File: src/rtl/asc_pkg.sv
// Shared encodings and floor-mask helpers for the single-car elevator controller.
package asc_pkg;

   localparam int N_PISOS = 4;

   localparam logic [1:0] DIR_STOP = 2'b00;
   localparam logic [1:0] DIR_UP   = 2'b01;
   localparam logic [1:0] DIR_DOWN = 2'b10;

   typedef enum logic [1:0] {
      IDLE   = 2'd0,
      MOVING = 2'd1,
      DOORS  = 2'd2
   } asc_state_t;

   typedef logic [N_PISOS-1:0] pisos_t;

   function automatic pisos_t onehot(input logic [1:0] p);
      return pisos_t'(1) << p;
   endfunction

   // Floors strictly above p when up=1, strictly below p when up=0.
   function automatic pisos_t ahead_mask(input logic [1:0] p, input logic up);
      pisos_t below;
      below = onehot(p) - pisos_t'(1);
      return up ? ~(below | onehot(p)) : below;
   endfunction

endpackage

File: src/rtl/asc_if.sv
// Call inputs and car-state outputs of the elevator controller.
interface asc_if;
   logic [asc_pkg::N_PISOS-1:0] llamada;
   logic [1:0]                  piso;
   logic [1:0]                  direccion;
   logic                        puertas_abiertas;
   logic [asc_pkg::N_PISOS-1:0] pendientes;

   modport master (output llamada, input piso, direccion, puertas_abiertas, pendientes);
   modport slave  (input llamada, output piso, direccion, puertas_abiertas, pendientes);
endinterface

File: src/rtl/asc_timer.sv
// Loadable down-counter shared by travel and door timing; done_o while the count is zero.
module asc_timer #(
   parameter int W = 1
) (
   input  logic         clk,
   input  logic         rst_n,
   input  logic         load_i,
   input  logic [W-1:0] load_val_i,
   output logic         done_o
);

   logic [W-1:0] cnt_q, cnt_d;

   always_comb begin
      cnt_d = cnt_q;
      if (load_i)
         cnt_d = load_val_i;
      else if (cnt_q != '0)
         cnt_d = cnt_q - W'(1);
   end

   // NOTE: state registers use non-blocking assignments so every flop samples pre-edge values.
   always_ff @(posedge clk or negedge rst_n) begin
      if (!rst_n)
         cnt_q <= '0;
      else
         cnt_q <= cnt_d;
   end

   assign done_o = (cnt_q == '0);

endmodule

File: src/rtl/controlador_ascensor.sv
// Single-car 4-floor SCAN elevator controller (IDLE / MOVING / DOORS).
// Optional ASC_DOOR_EXTEND_EN: a call for the current floor while doors are open restarts the door time.
module controlador_ascensor
   import asc_pkg::*;
#(
   parameter int TICKS_MOVE = 50_000_000,
   parameter int TICKS_DOOR = 100_000_000
) (
   input logic clk,
   input logic rst_n,
   asc_if.slave bus
);

   localparam int TICKS_MAX = (TICKS_MOVE > TICKS_DOOR) ? TICKS_MOVE : TICKS_DOOR;
   localparam int TW        = (TICKS_MAX > 1) ? $clog2(TICKS_MAX) : 1;
   localparam logic [TW-1:0] LOAD_MOVE = TW'(TICKS_MOVE - 1);
   localparam logic [TW-1:0] LOAD_DOOR = TW'(TICKS_DOOR - 1);

   localparam logic [1:0] ST_IDLE   = IDLE;
   localparam logic [1:0] ST_MOVING = MOVING;
   localparam logic [1:0] ST_DOORS  = DOORS;

   logic [1:0]    state_q, state_d;
   logic [1:0]    piso_q, piso_d;
   logic [1:0]    dir_q, dir_d;
   logic          doors_q, doors_d;
   logic          scan_up_q, scan_up_d;
   pisos_t        pend_q, pend_d;

   pisos_t        pend_in;
   pisos_t        clr;
   logic [1:0]    piso_step;
   logic          tmr_load;
   logic [TW-1:0] tmr_val;
   logic          tmr_done;

   asc_timer #(.W(TW)) u_timer (
      .clk       (clk),
      .rst_n     (rst_n),
      .load_i    (tmr_load),
      .load_val_i(tmr_val),
      .done_o    (tmr_done)
   );

   assign pend_in   = pend_q | bus.llamada;
   assign piso_step = scan_up_q ? piso_q + 2'd1 : piso_q - 2'd1;

   // NOTE: every always_comb output gets a default first so no latch is inferred.
   always_comb begin
      state_d   = state_q;
      piso_d    = piso_q;
      dir_d     = dir_q;
      doors_d   = doors_q;
      scan_up_d = scan_up_q;
      clr       = '0;
      tmr_load  = 1'b0;
      tmr_val   = LOAD_MOVE;

      case (state_q)
         ST_IDLE: begin
            if (pend_q[piso_q]) begin
               state_d  = ST_DOORS;
               doors_d  = 1'b1;
               dir_d    = DIR_STOP;
               clr      = onehot(piso_q);
               tmr_load = 1'b1;
               tmr_val  = LOAD_DOOR;
            end else if ((pend_q & ahead_mask(piso_q, scan_up_q)) != '0) begin
               state_d  = ST_MOVING;
               dir_d    = scan_up_q ? DIR_UP : DIR_DOWN;
               tmr_load = 1'b1;
            end else if ((pend_q & ahead_mask(piso_q, !scan_up_q)) != '0) begin
               state_d   = ST_MOVING;
               scan_up_d = !scan_up_q;
               dir_d     = scan_up_q ? DIR_DOWN : DIR_UP;
               tmr_load  = 1'b1;
            end
         end

         ST_MOVING: begin
            if (tmr_done) begin
               piso_d = piso_step;
               // Arrival decisions see this edge's calls already latched.
               if (pend_in[piso_step]) begin
                  state_d  = ST_DOORS;
                  doors_d  = 1'b1;
                  dir_d    = DIR_STOP;
                  clr      = onehot(piso_step);
                  tmr_load = 1'b1;
                  tmr_val  = LOAD_DOOR;
               end else if ((pend_in & ahead_mask(piso_step, scan_up_q)) != '0) begin
                  tmr_load = 1'b1;
               end else begin
                  state_d = ST_IDLE;
                  dir_d   = DIR_STOP;
               end
            end
         end

         ST_DOORS: begin
            clr = onehot(piso_q);
`ifdef ASC_DOOR_EXTEND_EN
            if (bus.llamada[piso_q]) begin
               tmr_load = 1'b1;
               tmr_val  = LOAD_DOOR;
            end else if (tmr_done) begin
               state_d = ST_IDLE;
               doors_d = 1'b0;
            end
`else
            if (tmr_done) begin
               state_d = ST_IDLE;
               doors_d = 1'b0;
            end
`endif
         end

         default: begin
            state_d = ST_IDLE;
            dir_d   = DIR_STOP;
            doors_d = 1'b0;
         end
      endcase

      pend_d = pend_in & ~clr;
   end

   always_ff @(posedge clk or negedge rst_n) begin
      if (!rst_n) begin
         state_q   <= ST_IDLE;
         piso_q    <= 2'd0;
         dir_q     <= DIR_STOP;
         doors_q   <= 1'b0;
         scan_up_q <= 1'b1;
         pend_q    <= '0;
      end else begin
         state_q   <= state_d;
         piso_q    <= piso_d;
         dir_q     <= dir_d;
         doors_q   <= doors_d;
         scan_up_q <= scan_up_d;
         pend_q    <= pend_d;
      end
   end

   assign bus.piso             = piso_q;
   assign bus.direccion        = dir_q;
   assign bus.puertas_abiertas = doors_q;
   assign bus.pendientes       = pend_q;

endmodule

File: src/flat_wrapper.sv
// flat-port wrapper written by rule: the top's interface ports become plain ports
module controlador_ascensor_flat import asc_pkg::*;
#(
   parameter int TICKS_MOVE = 50_000_000,
   parameter int TICKS_DOOR = 100_000_000
)
  (clk, rst_n, bus_llamada, bus_piso, bus_direccion, bus_puertas_abiertas, bus_pendientes);
  asc_if bus_i ();
  input logic clk;
  input logic rst_n;
  input wire logic [$bits(bus_i.llamada)-1:0] bus_llamada;
  output wire logic [$bits(bus_i.piso)-1:0] bus_piso;
  output wire logic [$bits(bus_i.direccion)-1:0] bus_direccion;
  output wire logic [$bits(bus_i.puertas_abiertas)-1:0] bus_puertas_abiertas;
  output wire logic [$bits(bus_i.pendientes)-1:0] bus_pendientes;
  assign bus_i.llamada = bus_llamada;
  assign bus_piso = bus_i.piso;
  assign bus_direccion = bus_i.direccion;
  assign bus_puertas_abiertas = bus_i.puertas_abiertas;
  assign bus_pendientes = bus_i.pendientes;
  controlador_ascensor #(.TICKS_MOVE(TICKS_MOVE), .TICKS_DOOR(TICKS_DOOR)) u_core (.clk(clk), .rst_n(rst_n), .bus(bus_i));
endmodule
File: config.mk
export PLATFORM = sky130hd
export DESIGN_NAME = controlador_ascensor_flat
export DESIGN_NICKNAME = d
export VERILOG_FILES = /design/src/rtl/asc_pkg.sv /design/src/rtl/asc_if.sv /design/src/rtl/asc_timer.sv /design/src/rtl/controlador_ascensor.sv /design/src/flat_wrapper.sv
export SDC_FILE = /design/constraint.sdc
export NUM_CORES = 1
export LEC_CHECK = 0
export CORE_ASPECT_RATIO = 0.7
export CORE_MARGIN = 2
export CORE_UTILIZATION = 54
export CTS_CLUSTER_DIAMETER = 50
export CTS_CLUSTER_SIZE = 24
export DETAILED_ROUTE_END_ITERATION = 12
export PLACE_DENSITY = 0.75
export RECOVER_POWER = 50
export SLEW_MARGIN = 20
export SYNTH_ARGS = -nofsm -noshare
export SYNTH_HDL_FRONTEND = slang
export SYNTH_SLANG_ARGS = --single-unit
File: constraint.sdc
create_clock -name clk -period 2.95 [get_ports clk]
set_input_delay 0.59 -clock clk [delete_from_list [all_inputs] [get_ports clk]]
set_output_delay 0.59 -clock clk [all_outputs]
set_load 0.02 [all_outputs]
# --- Word level (Yosys, flattened, before mapping) ---
# Index checks and enable logic that the tools add are counted.
totals:
  elab_cells: 96
  regBits: 39
classes:
  muxes: 46
  shifts: 2
  eq_ne: 8
  n_lt_le_gt_ge: 2
  addsub: 5
  reduce_logical: 13
  bitwise: 13
ops:
  columns: ["operator", "n"]
  rows:
  - ["two-way mux 27 bit", 5]
  - ["one-hot mux 27 bit (2 select lines)", 1]
  - ["two-way mux 2 bit", 15]
  - ["zero test 27 bit", 1]
  - ["nonzero test 27 bit", 1]
  - ["subtractor 27 x 1 -> 27 bit (second input constant)", 1]
  - ["two-way mux 4 bit", 6]
  - ["AND 4 bit", 4]
  - ["AND reduction 4 bit", 4]
  - ["two-way mux 1 bit", 12]
  - ["inverter 4 bit", 3]
  - ["OR 4 bit", 3]
  - ["one-hot mux 2 bit (3 select lines)", 2]
  - ["one-hot mux 4 bit (3 select lines)", 1]
  - ["nonzero test 4 bit", 3]
  - ["inequality test 2 x 1 -> 1 bit (second input constant)", 4]
  - ["<< shifter 1 x 2 -> 4 bit (first input constant)", 2]
  - ["subtractor 4 x 1 -> 4 bit (second input constant)", 2]
  - ["< comparator 2 x 3 -> 1 bit (second input constant)", 2]
  - ["binary-select mux 1 bit (select 2 bit)", 2]
  - ["inequality test 4 x 1 -> 1 bit (second input constant)", 1]
  - ["inequality test 3 x 2 -> 1 bit (second input constant)", 1]
  - ["inverter 1 bit", 3]
  - ["one-hot mux 1 bit (3 select lines)", 1]
  - ["9 further kinds", 9]

# --- Longest topological paths before layout ---
# Gate-level depths: netlist of run 1.
logic_depth:
  word_depth: 14
  depth_mapped: 10
  mapped_depth_nobuf: 8

# --- Cells and area by module ---
# From an unflattened synthesis of run 1, not the netlist that was laid out.
unflattened:
  hier_cells: 292
  hier_area_um2: 2591.2
by_module_without_submodules:
  columns: ["module", "cells_each", "area_per_inst_um2", "n_inst"]
  rows:
  - ["asc_timer", 178, 1627.8, 1]
  - ["controlador_ascensor", 114, 963.4, 1]

# --- Worst setup path after synthesis of run 1 ---
# Ideal clock, no wire load.
synth_path:
  kind: "reg2reg"
  from: "register u_core.piso_q[0] (netlist: u_core.bus.piso[0])"
  to: "register u_core.u_timer.cnt_q[22]"
  arrival_time_ps: 2619
  path_stages_with_launch: 9
  setup_time_ps: 139
  path_slack_ps: 192
  synth_period_minus_slack_ps: 2758
  cell_sequence: "dfrtp_1 -> clkbuf_1 -> inv_1 -> ha_1 -> nand2b_1 -> a211oi_1 -> a21oi_1 -> clkbuf_1 -> or4_1"
synth_between:
  elab_chain_len: 14
  word_cells_on_any_way: 33
synth_rtl:
  columns: ["element", "line_no", "source"]
  rows:
  - ["from (decl)", "controlador_ascensor.sv:24", "logic [1:0] piso_q, piso_d;"]
  - ["from (signal assigned)", "controlador_ascensor.sv:138", "piso_q <= piso_d;"]
  - ["subtractor 2 x 1 -> 2 bit / adder 2 x 1 -> 2 bit (equally long branches)", "controlador_ascensor.sv:46", "assign piso_step = scan_up_q ? piso_q + 2'd1 : piso_q - 2'd1;"]
  - ["two-way mux 2 bit *", "controlador_ascensor.sv:46", null]
  - ["named net u_core.piso_step[0]", "controlador_ascensor.sv:32", "logic [1:0] piso_step;"]
  - ["<< shifter 1 x 2 -> 4 bit", "asc_pkg.sv:19", "return pisos_t'(1) << p;"]
  - ["subtractor 4 x 1 -> 4 bit", "asc_pkg.sv:25", "below = onehot(p) - pisos_t'(1);"]
  - ["OR 4 bit", "asc_pkg.sv:26", "return up ? ~(below | onehot(p)) : below;"]
  - ["inverter 4 bit", "asc_pkg.sv:26", null]
  - ["two-way mux 4 bit", "asc_pkg.sv:26", null]
  - ["AND 4 bit", "controlador_ascensor.sv:91", "end else if ((pend_in & ahead_mask(piso_step, scan_up_q)) != '0) begin"]
  - ["nonzero test 4 bit", "controlador_ascensor.sv:91", null]
  - ["two-way mux 1 bit", "controlador_ascensor.sv:91", null]
  - ["two-way mux 1 bit *", "controlador_ascensor.sv:84", "if (pend_in[piso_step]) begin"]
  - ["two-way mux 1 bit *", "controlador_ascensor.sv:81", "if (tmr_done) begin"]
  - ["one-hot mux 1 bit (2 select lines) *", "controlador_ascensor.sv:59", "case (state_q)"]
  - ["two-way mux 27 bit / nonzero test 2 bit (equally long branches)", null, null]
  - ["to (signal assigned)", "asc_timer.sv:27", "cnt_q <= cnt_d;"]
  - ["to (decl)", "asc_timer.sv:12", "logic [W-1:0] cnt_q, cnt_d;"]
# The timed path passes the listed nets; every way through them passes the cells marked *. The select of a mux whose other input is x is not followed.
# A chain may end at the register's enable or synchronous reset.

# --- Worst setup path after layout of run 1 ---
layout_path:
  from: "register u_core.u_timer.cnt_q[2]"
  to: "register u_core.u_timer.cnt_q[19]"
layout_between:
  elab_chain_len: 4
  word_cells_on_any_way: 10
layout_rtl:
  columns: ["element"]
  rows:
  - ["branches (longest 4 deep; another with subtractor 27 x 1 -> 27 bit)"]
# Parallel ways; which one is timed is not known. The select of a mux whose other input is x is not followed.

==> results of run 1 <==
==> synth_stat cells, types with 3 or more instances <==
cell type   n  area share [%]
dfrtp_1    38              38
nor3_1     29             5.8
nand2_1    26             3.9
nor2_1     22             3.3
xnor2_1    16             5.6
a21oi_1    11             2.2
inv_1       9             1.3
o21ai_0     9             1.8
ha_1        8             4.0
clkbuf_1    7             1.0
nor4_1      7             1.7
xor2_1      6             2.1
a211oi_1    5             1.5
a2bb2oi_2   5             3.0
nand3_1     5             1.0
nand4_1     5             1.2
or4_1       5             1.5
nor2b_1     4             1.0
a31oi_1     3            0.75
buf_2       3            0.60
buf_6       3             1.3
o22ai_1     3            0.75
==> final cells by class <==
type	count	area share, %
multi-input cells	211	50.5
flip-flops and latches	39	34.8
repair buffers	28	8.50
clock buffers	6	2.58
well taps	55	2.45
inverters	9	1.20
==> power by group <==
part	total [uW]	switching, uW	internal, uW
Combinational	28.5	15.9	12.6
Clock	326	169	158
Sequential	546	6.11	540
==> flip-flops by register name, indices dropped and copies added (netlist names) <==
name and flops:
u_core.bus.pendientes 4, u_core.bus.piso 2, u_core.bus.puertas_abiertas 1, u_core.scan_up_q 1, u_core.u_timer.cnt_q 27, u_core.state_q 2
u_core.bus.direccion 2
==> critical path: cells and delay by family (launching register included) <==
kind / cells / cell delay [ns]
AOI/OAI and AO/OA: 2 / 0.60
buffers and inverters: 1 / 0.23
DFF: 1 / 0.44
and+or+nand+nor: 4 / 1.35
==> cells by family (layout without fill, tap and decap cells) <==
family / count (synthesis) / count (layout) / synth area share [%]
fa+ha+maj: 8 / 8 / 4.00
simple gates: 122 / 122 / 26.1
compound gates: 57 / 57 / 17.6
xor+xnor: 22 / 22 / 7.69
buf+inv: 22 / 43 / 4.35
flops: 39 / 39 / 39.0
mux: 2 / 2 / 1.30
==> path summary, 6_finish.rpt <==
path	end	slack, ns	cells after the start
hold reg to reg	u_core.bus.direccion[0]	0.49	1
min in group asynchronous	u_core.bus.direccion[0]	0.88	1
setup reg to reg	u_core.u_timer.cnt_q[19]	0.24	7
setup / recovery	u_core.u_timer.cnt_q[19]	0.24	7
hold / removal	u_core.bus.direccion[0]	0.49	1
max in group asynchronous	u_core.u_timer.cnt_q[20]	0.86	1
==> through the flow <==
step,setup slack [ns],instances
2_1_floorplan,0.192,272
3_3_place_gp,0.260,342
3_5_place_dp,0.244,342
4_1_cts,0.234,348
5_1_grt,0.0849,348
6_report,0.239,348
==> metal layers <==
metal  up-vias  GRT usage [%]
met5         -              0
met4         0           5.67
met3         4           5.71
met2        45           33.1
met1      1022           35.7
li1       1043              -
==> cell usage in the layout, fill, tap and decap left out, drive strengths merged, types with 2 or more instances in the layout <==
cell type,count
o2bb2ai,2
nor2b,4
or3,3
dfrtp,38
nand2,26
o22ai,3
nor2,22
or4,6
o21a,2
inv,9
dlygate4sd3,4
nor4,7
or2,2
a32o,2
xnor2,16
buf,14
nand3,6
o21ai,10
a31oi,3
ha,8
clkdlybuf4s50,9
a21oi,11
a2bb2oi,6
nor3,30
nand4,5
nor4b,2
o31ai,2
a211oi,5
xor2,6
clkbuf,7
and3,2
==> reports/results.ini, run 1 <==
[synthesis]
ys_async_sr_fraction_pct=100
yosys_warnings=0
ys_types=58
synth-edff-count=0
yosysSeqAreaShare_pct=39.0
ys_ff_latch=39
syn_area_um2=2500
synthCells=272
syn_nets=286
ys.flop_type=dfrtp_1
synth.avg_cell_area_um2=9.21

[global_route]
grt_pass1_wl_mm=9.31
grt_usage_pct=23.3
grt_overflow=0
antenna_found_initial=0
grt_pass1_vias=1938
grt_max_degree=40

[route]
drc_errors=0
firstDrtPassIters=4
vias=2114
met2WireLength_mm=2.29
wl_per_cell_um=16.2
wl_met1_mm=3.06
ant_nets=0
via_per_inst=6.07
drtIter0Drc=161
wl_met3_um=250
highest_layer=met4
wl_mm=5.62

[die]
pin_count=15
core_area_um2=4400
die_x_um=85.4
die_y_um=61.0
die-area_um2=5210
rows=20
initial_core_util_pct=56.9

[layout]
num_antenna_cells=0
fin_util_pct=63.8
final_layout_size_suffix_gt1_share_pct=11.9
area_delta_synth_final_pct=12.2
multi_input_area_um2=1420
fin_area_um2=2810
n_fill_cell=373
ff_latch_area_um2=977
nNetsFinal=308

[placed_design]
gp_congestion=0.892
portBuffers=14
placed_cell_area_um2=2740
hpwlAfterDp_mm=4.16

[cts]
cts-root-buf=clkbuf_8
cts_tree=yes
clk_transition_reported_paths_ns=0.07
post_cts_buffers=0
cts_hold_buf=0
clock_latency_ns=0.29
clock_path_buffers=2
numCtsBuffers=5
ctsHtreeMaxLevel=2
post_cts_resized=0
cts_sinks=39

[sta]
tightestPinTransition_ns=2.08
rsz0062_at_grt=false
period_share_pct=91.9
max_freq_ghz=0.369
slew-limit-headroom_pct=-38.5
fin_worst_skew_ns=0.00786
final.setup.tns_ns=0
hold_violations=0
setup_viol=0
slew_violations=40
period_minus_slack_ns=2.71
holdWs_ns=0.493

[setup_path]
worstPathMaxFanout=22
path_class=flip-flop to flip-flop
crit_chain=or4_4 -> and3b_1 -> nand4_1 -> a21oi_1 -> nor2_1 -> buf_4 -> a31oi_1
rr_startpoint=u_core.u_timer.cnt_q[2]
startpoint_type=flip-flop
worstSetupEndpointType=flip-flop
critPathMaxStageDelay_ns=0.56
cp.arrival_ns=2.91
crit_required_ns=3.15
cp_slowest_cell=or4_4
critical_path.startpoint=u_core.u_timer.cnt_q[2]

[status]
outcome=finished with violations
violations=capacitance limit, slew limit

[pwr]
irDropWorstVdd_mv=0.214
powerDensity_nw_per_um2=321
p_leak_uw=0.00106
power_uw=901

[min_path]
holdCritPathClass=flip-flop to flip-flop
hp-start=u_core.bus.direccion[0]

[flow_run]
drv_cap=1

(Power assumes the default switching activity.)
==> run 2, diff against run 1 <==
--- a/config.mk
+++ b/config.mk
@@ -5,13 +5,14 @@
 export SDC_FILE = /design/constraint.sdc
 export NUM_CORES = 1
 export LEC_CHECK = 0
+export ABC_AREA = 1
 export CORE_ASPECT_RATIO = 0.7
 export CORE_MARGIN = 2
-export CORE_UTILIZATION = 54
+export CORE_UTILIZATION = 55
 export CTS_CLUSTER_DIAMETER = 50
 export CTS_CLUSTER_SIZE = 24
 export DETAILED_ROUTE_END_ITERATION = 12
-export PLACE_DENSITY = 0.75
+export PLACE_DENSITY = 0.73
 export RECOVER_POWER = 50
 export SLEW_MARGIN = 20
 export SYNTH_ARGS = -nofsm -noshare
==> constraint.sdc (replaced) <==
create_clock -name clk -period 3.1 [get_ports clk]
set_input_delay 0.62 -clock clk [delete_from_list [all_inputs] [get_ports clk]]
set_output_delay 0.62 -clock clk [all_outputs]
set_load 0.02 [all_outputs]
==> reports/results.ini, run 2 <==
[synthesis]
synthTopCellsByCount=nand2_1 (107), nor2_1 (68), dfrtp_1 (38), inv_1 (38), nand3_1 (30)
yosys_warnings=0
synth.avg_cell_area_um2=7.13
synth-edff-count=0
ys_ff_latch=39
yosysSeqAreaShare_pct=35.0
synthCells=391
synth_top_area_share_pct=34.1
yosys.area.top_type=dfrtp_1
synth_top_family_by_area=simple AND/OR/NAND/NOR gates
synthSimpleGateAreaFrac_pct=44.3
ys_types=30
yosysMostFrequentCell=nand2_1
ys.flop_type=dfrtp_1
synth_compound_gate_area_share_pct=4.04
synth_area_leaders=dfrtp_1 (34%), nand2_1 (14%), nor2_1 (9.2%)
syn_area_um2=2790
synthAdderAreaFrac_pct=3.59
muxShareOfSynthArea_pct=0
syn_nets=405
synth_xor_area_share_pct=5.02
ys_async_sr_fraction_pct=100

[placed_design]
portBuffers=14
dp_slack_ns=0.430
gp_congestion=0.935
placed_cell_area_um2=2950
hpwlAfterDp_mm=5.15

[setup_path]
cp.arrival_ns=2.88
rr_startpoint=u_core.scan_up_q
rr_worst_depth=15
crit_required_ns=3.26
worstSetupEndpointType=flip-flop
startpoint_type=flip-flop
critPathMaxStageDelay_ns=0.69
crit_family=simple AND/OR/NAND/NOR gates
critPathBufInv=4
r2r-end=u_core.u_timer.cnt_q[1]
crit_chain=inv_2 -> nand2_2 -> nand2_2 -> inv_1 -> ha_1 -> inv_1 -> nand2_1 -> nand3b_1 -> nand2_1 -> nor2_1 -> nand2_1 -> nand3_4 -> nand2_4 -> inv_2 -> o211ai_1
cpMostUsedCell=nand2_1
worstPathMaxFanout=13
path_class=flip-flop to flip-flop
cp_slowest_cell=dfstp_2
r2r_setup_slack_ns=0.39

[status]
outcome=finished with violations
violations=capacitance limit, slew limit

[sta]
rsz0062_at_grt=false
max_freq_ghz=0.368
period_share_pct=87.6
setup_viol=0
fin_worst_skew_ns=0.0140
slew-limit-headroom_pct=-36.9
setup_slack_ns=0.385
period_minus_slack_ns=2.71
hold_violations=0
tightestPinTransition_ns=2.05
slew_violations=40
final.setup.tns_ns=0

[route]
via_per_inst=5.33
vias=2544
drtIter0Drc=279
firstDrtPassIters=5
wl_per_cell_um=13.8
wl_mm=6.60
drc_errors=0
ant_nets=0

[cts]
clk_transition_reported_paths_ns=0.08
post_cts_buffers=0
cts_hold_buf=0
cts_sinks=39
clock_path_buffers=2
numCtsBuffers=5
post_cts_resized=0
cts_tree=yes
ctsHtreeMaxLevel=2
clock_latency_ns=0.29
cts-root-buf=clkbuf_8

[layout]
ff_latch_area_um2=977
fin_area_um2=3050
largest_reg_flops=27
final_common_cell=nand2_1
layout_common_cells=nand2_1 (107), nor2_1 (69), inv_1 (38), dfrtp_1 (38), nand3_1 (30)
area_delta_synth_final_pct=9.42
n_fill_cell=466
multi_input_area_um2=1580
num_antenna_cells=0
nNetsFinal=421
top_register=u_core.u_timer.cnt_q
final_layout_size_suffix_gt1_share_pct=11.8
fin_util_pct=63.1

[global_route]
grt_overflow=0
grt-busiest-layer=met1
grt_pass1_wl_mm=11.0
grt_max_degree=40
grt_usage_pct=25.2
antenna_found_initial=0
grt_pass1_vias=2180
grt_use_met1_pct=45.2
globalRouteMet2Util_pct=29.6
use_met3_pct=4.19

[die]
die_x_um=89.1
rows=21
pin_count=15
die-area_um2=5670
initial_core_util_pct=57.7
core_area_um2=4830
die_y_um=63.6

[min_path]
hold_path_end=u_core.bus.direccion[1]
holdCritPathClass=flip-flop to flip-flop
hp-start=u_core.bus.direccion[1]
hold_depth=2

[flow_run]
drv_cap=1

[pwr]
irDropWorstVdd_mv=0.303
p_leak_uw=0.00140
power_uw=941
powerDensity_nw_per_um2=308

run 2: cell count changes after synthesis, sizes merged, moves of 7 or more:
cell,before,now
nand2,26,119
inv,9,43
nor3,30,9
clkbuf,7,0
nand3,6,34
nor2,22,83
nor4,7,0
xnor2,16,5
run 2: worst min-delay path, cell delays in order, from the launching register on:
cell     delay, ns
dfrtp_1       0.34
nand2_1       0.05
nand2_1       0.04
run 2: logic make-up (layout without fill, tap and decap cells):
kind of cell             count (synthesis)  in the layout
buffers and inverters                   48             65
XOR/XNOR                                16             16
AO/OA/AOI/OAI                           20             20
flip-flops                              39             39
adder cells (fa/ha/maj)                  8              8
AND/OR/NAND/NOR                        260            260
run 2: metrics by stage:
step | instances | hold slack (ns)
CTS | 477 | 0.470
global route | 477 | 0.489
detailed placement | 469 | 0.459
global placement | 469 | 0.455
finish | 477 | 0.466
floorplan | 391 | 0.324
run 2: worst max-delay path by stage:
stage | endpoint | cells past startpoint | start | slack (ns)
3_5_place_dp | u_core.u_timer.cnt_q[4] | 15 | u_core.scan_up_q | 0.43
5_1_grt | u_core.u_timer.cnt_q[23] | 15 | u_core.scan_up_q | 0.1
4_1_cts | u_core.u_timer.cnt_q[4] | 15 | u_core.scan_up_q | 0.41
6_report | u_core.u_timer.cnt_q[1] | 15 | u_core.scan_up_q | 0.39
2_1_floorplan | u_core.u_timer.cnt_q[20] | 17 | u_core.bus.piso[1] | 0.92
3_3_place_gp | u_core.u_timer.cnt_q[4] | 15 | u_core.scan_up_q | 0.53
run 2: final cells by class:
| type | count | share of cell area (%) |
|---|---|---|
| Sequential cell | 39 | 32.0 |
| Multi-Input combinational cell | 304 | 51.8 |
| Clock buffer | 7 | 2.50 |
| Inverter | 43 | 5.45 |
| Timing Repair Buffer | 14 | 4.39 |
| Tap cell | 69 | 2.83 |
| Clock inverter | 1 | 0.984 |
run 2: layer usage:
metal  up-vias  wire (um)
li1       1260          -
met1      1166       3540
met4         0         40
met5         -          0
met3         5        601
met2       113       2410
run 2: power by group:
group / switching (uW) / internal (uW) / total (uW) / leakage [uW]
clock network: 175 / 241 / 416 / 0.0000524
logic: 11.4 / 4.95 / 16.3 / 0.000916
registers: 0.000000000000314 / 508 / 508 / 0.000433
total: 187 / 754 / 941 / 0.00140
==> run 3, diff against run 2 <==
--- a/config.mk
+++ b/config.mk
@@ -7,7 +7,6 @@
 export LEC_CHECK = 0
 export ABC_AREA = 1
 export CORE_ASPECT_RATIO = 0.7
-export CORE_MARGIN = 2
 export CORE_UTILIZATION = 55
 export CTS_CLUSTER_DIAMETER = 50
 export CTS_CLUSTER_SIZE = 24
==> reports/results.ini, run 3 (same netlist as run 2, synthesis figures left out) <==
[die]
pin_count=15
die-area_um2=5360
rows=21
core_area_um2=4830
die_y_um=61.6
die_x_um=87.1
initial_core_util_pct=57.7

[pwr]
irDropWorstVdd_mv=0.262
p_leak_uw=0.00139
powerDensity_nw_per_um2=284

[layout]
largest_reg_flops=27
top_register=u_core.u_timer.cnt_q
layout_common_cells=nand2_1 (108), nor2_1 (69), inv_1 (38), dfrtp_1 (38), nand3_1 (30)
nNetsFinal=421
final_layout_size_suffix_gt1_share_pct=11.8
final_common_cell=nand2_1
area_delta_synth_final_pct=8.57
num_antenna_cells=0

[sta]
final.setup.tns_ns=0
max_freq_ghz=0.372
slew-limit-headroom_pct=-39.3
hold_violations=0
tightestPinTransition_ns=2.09
setup_viol=0
slew_violations=40
period_share_pct=86.7
rsz0062_at_grt=false
holdWs_ns=0.470
setup_slack_ns=0.411
period_minus_slack_ns=2.69
fin_worst_skew_ns=0.00802

[setup_path]
worstSetupEndpointType=flip-flop
critPathBufInv=4
path_class=flip-flop to flip-flop
r2r-end=u_core.u_timer.cnt_q[4]
worstPathMaxFanout=13
crit_chain=inv_2 -> nand2_2 -> nand2_2 -> inv_1 -> ha_1 -> inv_1 -> nand2_1 -> nand3b_1 -> nand2_1 -> nor2_1 -> nand2_1 -> nand3_4 -> nand2_4 -> inv_2 -> o211ai_1
rr_startpoint=u_core.scan_up_q
r2r_setup_slack_ns=0.41
cp.arrival_ns=2.85
cp_slowest_cell=dfstp_2
crit_required_ns=3.26
rr_worst_depth=15
crit_family=simple AND/OR/NAND/NOR gates
cpMostUsedCell=nand2_1
critPathMaxStageDelay_ns=0.70
startpoint_type=flip-flop

[route]
drtIter0Drc=322
wl_mm=6.37
firstDrtPassIters=5
via_per_inst=5.16
drc_errors=0
wl_per_cell_um=13.3
vias=2459
ant_nets=0

[cts]
cts_hold_buf=0
cts_tree=yes
post_cts_buffers=0
cts-root-buf=clkbuf_8
cts_sinks=39
post_cts_resized=0
clock_latency_ns=0.29
clk_transition_reported_paths_ns=0.08
numCtsBuffers=5
ctsHtreeMaxLevel=2
clock_path_buffers=2

[min_path]
hold_path_end=u_core.bus.direccion[1]
holdCritPathClass=flip-flop to flip-flop
hp-start=u_core.bus.direccion[1]
hold_depth=2

[placed_design]
dp_slack_ns=0.440
hpwlAfterDp_mm=4.96
gp_congestion=0.935
portBuffers=14

[global_route]
grt_pass1_wl_mm=10.5
grt_pass1_vias=2121
grt_max_degree=40
grt_usage_pct=26.5
antenna_found_initial=0
grt_overflow=0

[flow_run]
drv_cap=1

[status]
outcome=finished with violations
violations=capacitance limit, slew limit

[run 3: changes by cell type in the layout (fill, tap and decap cells not counted)]
cell             before  now
clkinvlp_4            0    1
nand2_2              10    9
clkbuf_1              3    2
dlygate4sd3_1         3    2
clkinv_2              0    1
nand2_1             107  108
clkdlybuf4s50_1      10   11
bufinv_16             1    0
[run 3: worst max path at each step]
stage	to	slack, ns	cells past startpoint	start
after floorplan	u_core.u_timer.cnt_q[20]	0.92	17	u_core.bus.piso[1]
after global placement	u_core.u_timer.cnt_q[23]	0.55	15	u_core.scan_up_q
after detailed placement	u_core.u_timer.cnt_q[23]	0.44	15	u_core.scan_up_q
after CTS	u_core.u_timer.cnt_q[4]	0.42	15	u_core.scan_up_q
after global routing	u_core.u_timer.cnt_q[2]	0.23	15	u_core.scan_up_q
final	u_core.u_timer.cnt_q[4]	0.41	15	u_core.scan_up_q
[run 3: final cells by class]
class,instances,area (um2)
Fill cell,447,1810
Sequential cell,39,977
Timing Repair Buffer,14,134
Multi-Input combinational cell,304,1580
Clock buffer,6,72.6
Clock inverter,2,12.5
Tap cell,69,86.3
Inverter,43,166
[run 3: stage by stage]
step	instances	util, %	area, um2	total power, uW
finish	477	62.6	3030	860
global route	477	62.6	3030	896
global placement	469	61.1	2950	536
detailed placement	469	61.1	2950	536
floorplan	391	-	2790	520
CTS	477	62.9	3040	867
[run 3: worst min-delay path: stages (launching register included)]
cell	delay [ns]
dfrtp_1	0.35
nand2_1	0.05
nand2_1	0.04
[run 3: power by group]
part	switching (uW)	total (uW)	leakage (uW)	internal, uW
clock network	178	335	0.0000412	157
logic	11.3	16.3	0.000911	4.93
registers	0.000000000000313	508	0.000433	508
total	189	860	0.00139	671
[run 3: routing by layer]
| metal | routed length (um) | vias to the layer above | track usage, % | share of wire [%] |
|---|---|---|---|---|
| met3 | 477 | 4 | 6.17 | 7.5 |
| li1 | - | 1267 | - | - |
| met2 | 2270 | 95 | 32.2 | 36 |
| met4 | 19 | 0 | 3.75 | 0.30 |
| met1 | 3600 | 1093 | 45.3 | 57 |
| met5 | 0 | - | 0 | 0 |
